===== src/rtl/dca_step_sequencer_if.sv =====
// Step-instruction channel between the sequencer (master) and the step unit (slave).
interface dca_step_sequencer_if;
    logic       inst_valid;
    logic       inst_ready;
    logic [5:0] inst;
    logic       step_done;

    modport master (
        output inst_valid,
        output inst,
        input  inst_ready,
        input  step_done
    );

    modport slave (
        input  inst_valid,
        input  inst,
        output inst_ready,
        output step_done
    );
endinterface


===== src/rtl/dca_step_sequencer.sv =====
// Issues a job of MAC steps plus an optional store step, bounding issued-but-uncompleted steps.
// Define DCA_STEP_SEQUENCER_STALL_CNT_EN to build the saturating stall counter.
module dca_step_sequencer #(
    parameter int MAX_OUTSTANDING = 4,
    parameter int BW_NUM_K        = 8
) (
    input  logic                    clk,
    input  logic                    rstnn,
    input  logic                    clear,
    input  logic                    start,
    input  logic [BW_NUM_K-1:0]     cfg_num_k,
    input  logic                    cfg_load_acc,
    input  logic                    cfg_store,
    dca_step_sequencer_if.master    step_if,
    output logic                    busy,
    output logic                    done,
    output logic                    err,
    output logic [15:0]             stall_cnt
);

    typedef enum logic [1:0] {IDLE, ISSUE, DRAIN} state_e;

    localparam int         IW    = BW_NUM_K + 1;
    localparam logic [3:0] MAX_Q = 4'(MAX_OUTSTANDING);

    state_e              state_q, state_d;
    logic [3:0]          out_q, out_d, out_nx;
    logic [IW-1:0]       idx_q, idx_d, total_q;
    logic [BW_NUM_K-1:0] num_k_q, num_k_d;
    logic                load_acc_q, load_acc_d;
    logic                store_q, store_d;
    logic                inst_valid_q, inst_valid_d;
    logic [5:0]          inst_q, inst_d;
    logic                busy_q, busy_d;
    logic                done_q, done_d;
    logic                err_q, err_d;
    logic                fire, spurious;

    // Step idx of a job: MAC steps first, then the optional store; bit 5 marks the final step.
    function automatic logic [5:0] encode(input logic [IW-1:0]       idx,
                                          input logic [BW_NUM_K-1:0] nk,
                                          input logic                la,
                                          input logic                st);
        logic [IW-1:0] total;
        logic [4:0]    op;
        total = {1'b0, nk} + IW'(st);
        if (idx < {1'b0, nk}) begin
            op = 5'b00110;
            if (idx == '0 && la) op = op | 5'b11000;
        end else begin
            op = 5'b01001;
        end
        return {idx == total - IW'(1), op};
    endfunction

    assign fire     = inst_valid_q & step_if.inst_ready;
    assign spurious = step_if.step_done & (out_q == 4'd0);
    assign total_q  = {1'b0, num_k_q} + IW'(store_q);
    assign out_nx   = out_q + 4'(fire) - 4'(step_if.step_done & ~spurious);

    always_comb begin
        state_d      = state_q;
        out_d        = out_nx;
        idx_d        = idx_q;
        num_k_d      = num_k_q;
        load_acc_d   = load_acc_q;
        store_d      = store_q;
        inst_valid_d = inst_valid_q;
        inst_d       = inst_q;
        done_d       = 1'b0;
        err_d        = err_q | spurious;
        if (clear) begin
            state_d      = IDLE;
            out_d        = '0;
            idx_d        = '0;
            inst_valid_d = 1'b0;
        end else begin
            case (state_q)
                IDLE: begin
                    if (start) begin
                        num_k_d    = cfg_num_k;
                        load_acc_d = cfg_load_acc;
                        store_d    = cfg_store;
                        idx_d      = '0;
                        err_d      = spurious;
                        if (cfg_num_k == '0 && !cfg_store) begin
                            done_d = 1'b1;
                        end else begin
                            state_d      = ISSUE;
                            inst_valid_d = 1'b1;
                            inst_d       = encode('0, cfg_num_k, cfg_load_acc, cfg_store);
                        end
                    end
                end
                ISSUE: begin
                    idx_d = idx_q + IW'(fire);
                    if (fire && idx_q == total_q - IW'(1)) begin
                        state_d      = DRAIN;
                        inst_valid_d = 1'b0;
                    end else if (!inst_valid_q || fire) begin
                        // A presented step is never withdrawn; only re-evaluate once it is taken.
                        inst_valid_d = (out_nx < MAX_Q);
                        inst_d       = encode(idx_d, num_k_q, load_acc_q, store_q);
                    end
                end
                DRAIN: begin
                    if (out_nx == 4'd0) begin
                        state_d = IDLE;
                        done_d  = 1'b1;
                    end
                end
                default: state_d = IDLE;
            endcase
        end
        busy_d = (state_d != IDLE);
    end

    always_ff @(posedge clk) begin
        if (!rstnn) begin
            state_q      <= IDLE;
            out_q        <= '0;
            idx_q        <= '0;
            num_k_q      <= '0;
            load_acc_q   <= 1'b0;
            store_q      <= 1'b0;
            inst_valid_q <= 1'b0;
            inst_q       <= '0;
            busy_q       <= 1'b0;
            done_q       <= 1'b0;
            err_q        <= 1'b0;
        end else begin
            state_q      <= state_d;
            out_q        <= out_d;
            idx_q        <= idx_d;
            num_k_q      <= num_k_d;
            load_acc_q   <= load_acc_d;
            store_q      <= store_d;
            inst_valid_q <= inst_valid_d;
            inst_q       <= inst_d;
            busy_q       <= busy_d;
            done_q       <= done_d;
            err_q        <= err_d;
        end
    end

`ifdef DCA_STEP_SEQUENCER_STALL_CNT_EN
    logic [15:0] stall_q, stall_d;

    always_comb begin
        stall_d = stall_q;
        if (inst_valid_q && !step_if.inst_ready && stall_q != 16'hFFFF) stall_d = stall_q + 16'd1;
        if (clear || (state_q == IDLE && start)) stall_d = '0;
    end

    always_ff @(posedge clk) begin
        if (!rstnn) stall_q <= '0;
        else        stall_q <= stall_d;
    end

    assign stall_cnt = stall_q;
`else
    assign stall_cnt = '0;
`endif

    assign step_if.inst_valid = inst_valid_q;
    assign step_if.inst       = inst_q;
    assign busy               = busy_q;
    assign done               = done_q;
    assign err                = err_q;

endmodule

===== src/flat_wrapper.sv =====
// flat-port wrapper written by rule: the top's interface ports become plain ports
module dca_step_sequencer_flat 
#(
    parameter int MAX_OUTSTANDING = 4,
    parameter int BW_NUM_K        = 8
)
  (clk, rstnn, clear, start, cfg_num_k, cfg_load_acc, cfg_store, busy, done, err, stall_cnt, step_if_inst_valid, step_if_inst, step_if_inst_ready, step_if_step_done);
  dca_step_sequencer_if step_if_i ();
  input  logic clk;
  input  logic rstnn;
  input  logic clear;
  input  logic start;
  input  logic [BW_NUM_K-1:0] cfg_num_k;
  input  logic cfg_load_acc;
  input  logic cfg_store;
  output logic busy;
  output logic done;
  output logic err;
  output logic [15:0] stall_cnt;
  output wire logic [$bits(step_if_i.inst_valid)-1:0] step_if_inst_valid;
  output wire logic [$bits(step_if_i.inst)-1:0] step_if_inst;
  input wire logic [$bits(step_if_i.inst_ready)-1:0] step_if_inst_ready;
  input wire logic [$bits(step_if_i.step_done)-1:0] step_if_step_done;
  assign step_if_inst_valid = step_if_i.inst_valid;
  assign step_if_inst = step_if_i.inst;
  assign step_if_i.inst_ready = step_if_inst_ready;
  assign step_if_i.step_done = step_if_step_done;
  dca_step_sequencer #(.MAX_OUTSTANDING(MAX_OUTSTANDING), .BW_NUM_K(BW_NUM_K)) u_core (.clk(clk), .rstnn(rstnn), .clear(clear), .start(start), .cfg_num_k(cfg_num_k), .cfg_load_acc(cfg_load_acc), .cfg_store(cfg_store), .step_if(step_if_i), .busy(busy), .done(done), .err(err), .stall_cnt(stall_cnt));
endmodule

===== config.mk =====
export PLATFORM = sky130hd
export DESIGN_NAME = dca_step_sequencer_flat
export DESIGN_NICKNAME = d
export VERILOG_FILES = /design/src/rtl/dca_step_sequencer_if.sv /design/src/rtl/dca_step_sequencer.sv /design/src/flat_wrapper.sv
export SDC_FILE = /design/constraint.sdc
export NUM_CORES = 1
export LEC_CHECK = 0
export CAP_MARGIN = 0
export CORE_MARGIN = 4
export CORE_UTILIZATION = 50
export CTS_CLUSTER_DIAMETER = 100
export DETAILED_ROUTE_END_ITERATION = 12
export PLACE_DENSITY = 0.78
export SLEW_MARGIN = 30
export SYNTH_ARGS = -nofsm -noshare
export SYNTH_HDL_FRONTEND = slang
export SYNTH_SLANG_ARGS = --single-unit

===== constraint.sdc =====
create_clock -name clk -period 5.85 [get_ports clk]
set_input_delay 0.8775 -clock clk [delete_from_list [all_inputs] [get_ports clk]]
set_output_delay 0.8775 -clock clk [all_outputs]
set_load 0.02 [all_outputs]

==> results.cfg <==
[critical_path]
cp-start-kind = primary input
cp.required_ns = 6.01
end_kind = flip-flop
path_cells = clkdlybuf4s50_1 > and2_1 > ha_1 > ha_1 > nand3_1 > xnor2_1 > ha_1 > a21o_1 > a211o_1 > o211ai_1 > nand4_1 > nand2b_1 > o2111ai_1 > o21ai_0
crit_buf_inv = 1
crit_fanout = 7
cp_common_cell = ha_1
critical_path_class = primary input to flip-flop
path_depth = 14
crit_slowest_cell = clkdlybuf4s50_1
reg2reg_depth = 13
slowest_delay_ns = 0.51
crit_arrival_ns = 4.25
critical_path.top_delay_family = simple AND/OR/NAND/NOR gates

[finish]
nFillCells = 484
multi_input_area_um2 = 1790
ff_latch_area_um2 = 681
layout-drive-gt1-share = 0.0678
area_delta_synth_final_pct = 9.66
antenna_cells = 0
fin_util = 0.578
layout.nets = 388
layout_common_cells = nand2_1, dfxtp_1, nor2_1

[routing]
wire_per_inst_um = 14.1
first_pass_iters = 4
ant_nets = 0
num_vias = 2345
via_per_inst = 5.53
routed_wl_um = 5980
drc = 0
initialDrtViolationCount = 161

[logic_synthesis]
netlist_area_um2 = 2750
ys_types = 57
postSynthCellCount = 344
synth-edff-count = 0
yosys_warnings = 0
synth_top_flop_cell = dfxtp_1
postSynth.asyncResetShare = 0
netlist.area_leader.share = 0.248
synth_area_leaders = dfxtp_1, ha_1, xnor2_1
synth.avg_cell_area_um2 = 7.98
ys_ff_latch = 34
yosys.area.top_type = dfxtp_1
seq_area_frac_synth = 0.248

[timing]
max_slew_margin = 0.456
skew_ns = 0.00269
finalHoldViolCount = 0
fmax_mhz = 244
period_share = 0.700
setup-tns-final_ns = 0
worst_pin_slew_ns = 0.814
maxSlewViolCount = 0
fin_crit_ns = 4.09
setup_viol = 0
rsz0062_at_grt = false

[power]
vdd_drop_max_mv = 0.284
powerDensity_nw_per_um2 = 265
leakage_nw = 1.15

[die]
io_pins = 42
fp.coreArea_um2 = 5200
die_w_um = 82.1
die_area_um2 = 6740
start_util = 0.527
die_h_um = 82.1
num_rows = 26

[global_route]
grtUsageMet2 = 0.318
grt_pass1_vias = 2205
grt_max_degree = 21
gr-total-overflow = 0
use_met1 = 0.250
grt_first_pass_wirelength_um = 10200
grt_util_all_layers = 0.196
busiest_layer = met2
antenna_found_initial = 0
grt_util_met3 = 0.0456

[clock_tree]
cts_tree = built
postCtsSetupBuffers = 0
clk-insertion-delay-late_ns = 0.28
clockBufferDepth = 2
ctsResizeCount = 0
clk_pin_slew_worst_paths_ns = 0.07
cts_htree_levels = 2
numCtsBuffers = 5
root_buffer = clkbuf_8
cts.sinks = 34
ctsHoldBuffers = 0

[job]
maxCapViolations = 0

[placed_design]
place.gp.congestion = 0.971
io_buffers = 25
hpwlAfterDp_um = 4820

[min_path]
hp-class = flip-flop to flip-flop
whs_path_depth = 2

[outcome]
outcome = finished clean
## synth_stat cells (all sizes together) (3+ instances only)
library cell  instances
a21o                  7
nor2                 26
inv                  24
xnor2                22
nand2b                5
a31oi                 4
o211ai                4
nor3                 11
o21ai                 9
ha                   18
a21oi                 8
nand4                 6
dfxtp                34
or4b                  3
xor2                 10
and3                  4
buf                  27
nor2b                 5
a22oi                10
o2111ai               4
mux2                  3
nand3                11
nor4                  4
clkbuf               11
nand2                34
a21boi               11
## area by class of cell
| type | instances | share of cell area |
|---|---|---|
| timing repair buffer | 25 | 0.0831 |
| tap | 70 | 0.0291 |
| inverter | 24 | 0.0299 |
| sequential | 34 | 0.226 |
| multi-input combinational | 263 | 0.595 |
| clock buffer | 8 | 0.0366 |
## where the power goes
| part | internal [mW] | switching [mW] | total, mW |
|---|---|---|---|
| registers | 0.254 | 0.0168 | 0.270 |
| logic | 0.144 | 0.180 | 0.324 |
| clock network | 0.119 | 0.0838 | 0.203 |
## sequential cells by signal (all words and copies together), names as in the netlist
| register | count |
|---|---|
| u_core.idx_q | 9 |
| u_core.num_k_q | 8 |
| u_core.step_if.inst | 5 |
| u_core.out_q | 4 |
| u_core.state_q | 2 |
| u_core.busy | 1 |
| u_core.done | 1 |
| u_core.err | 1 |
| u_core.load_acc_q | 1 |
| u_core.step_if.inst_valid | 1 |
| u_core.store_q | 1 |
## layer usage
layer  vias up  share of wire  routed length (µm)
li1       1180              -                   -
met1      1084           0.44                2650
met2        64           0.47                2830
met3        17          0.063                 374
met4         0          0.022                 129
met5         -              0                   0
## worst reg2reg max path: cells and delay by family (launching register included)
kind	cells	cell delay (ns)
AOI/OAI and AO/OA	5	0.80
DFF	1	0.38
xor gates and xnor gates	1	0.39
and+or+nand+nor	4	0.86
adders and majority gates	3	0.82
## cells by family after synthesis
kind of cell,count (synthesis),synth area share
XOR/XNOR,32,0.102
AO/OA/AOI/OAI,68,0.191
adder cells (fa/ha/maj),19,0.0893
other,1,0.00137
multiplexers,3,0.0123
AND/OR/NAND/NOR,125,0.234
flip-flops,34,0.248
buffers and inverters,62,0.122
## worst paths after layout
check                                              start                             endpoint  slack (ns)
setup / recovery                      step_if_inst_ready  u_core.step_if.inst[3]$_SDFFE_PN0P_        1.76
setup reg to reg  u_core.step_if.inst_valid$_SDFFE_PP0P_  u_core.step_if.inst[3]$_SDFFE_PN0P_        2.48
hold / removal               u_core.store_q$_SDFFE_PN0P_          u_core.store_q$_SDFFE_PN0P_        0.47
hold reg to reg              u_core.store_q$_SDFFE_PN0P_          u_core.store_q$_SDFFE_PN0P_        0.47
## stage by stage
step | setup slack, ns | cells | area [µm²] | hold WS [ns] | power (mW)
after global routing | 1.54 | 424 | 3010 | 0.496 | 0.864
after global placement | 1.70 | 416 | 2900 | 0.452 | 0.593
final | 1.76 | 424 | 3010 | 0.468 | 0.797
after CTS | 1.81 | 424 | 3010 | 0.468 | 0.805
after detailed placement | 1.54 | 416 | 2900 | 0.459 | 0.599
after floorplan | 2.38 | 359 | 2800 | 0.439 | 0.530
No activity file was read; power rests on OpenSTA's default activity.
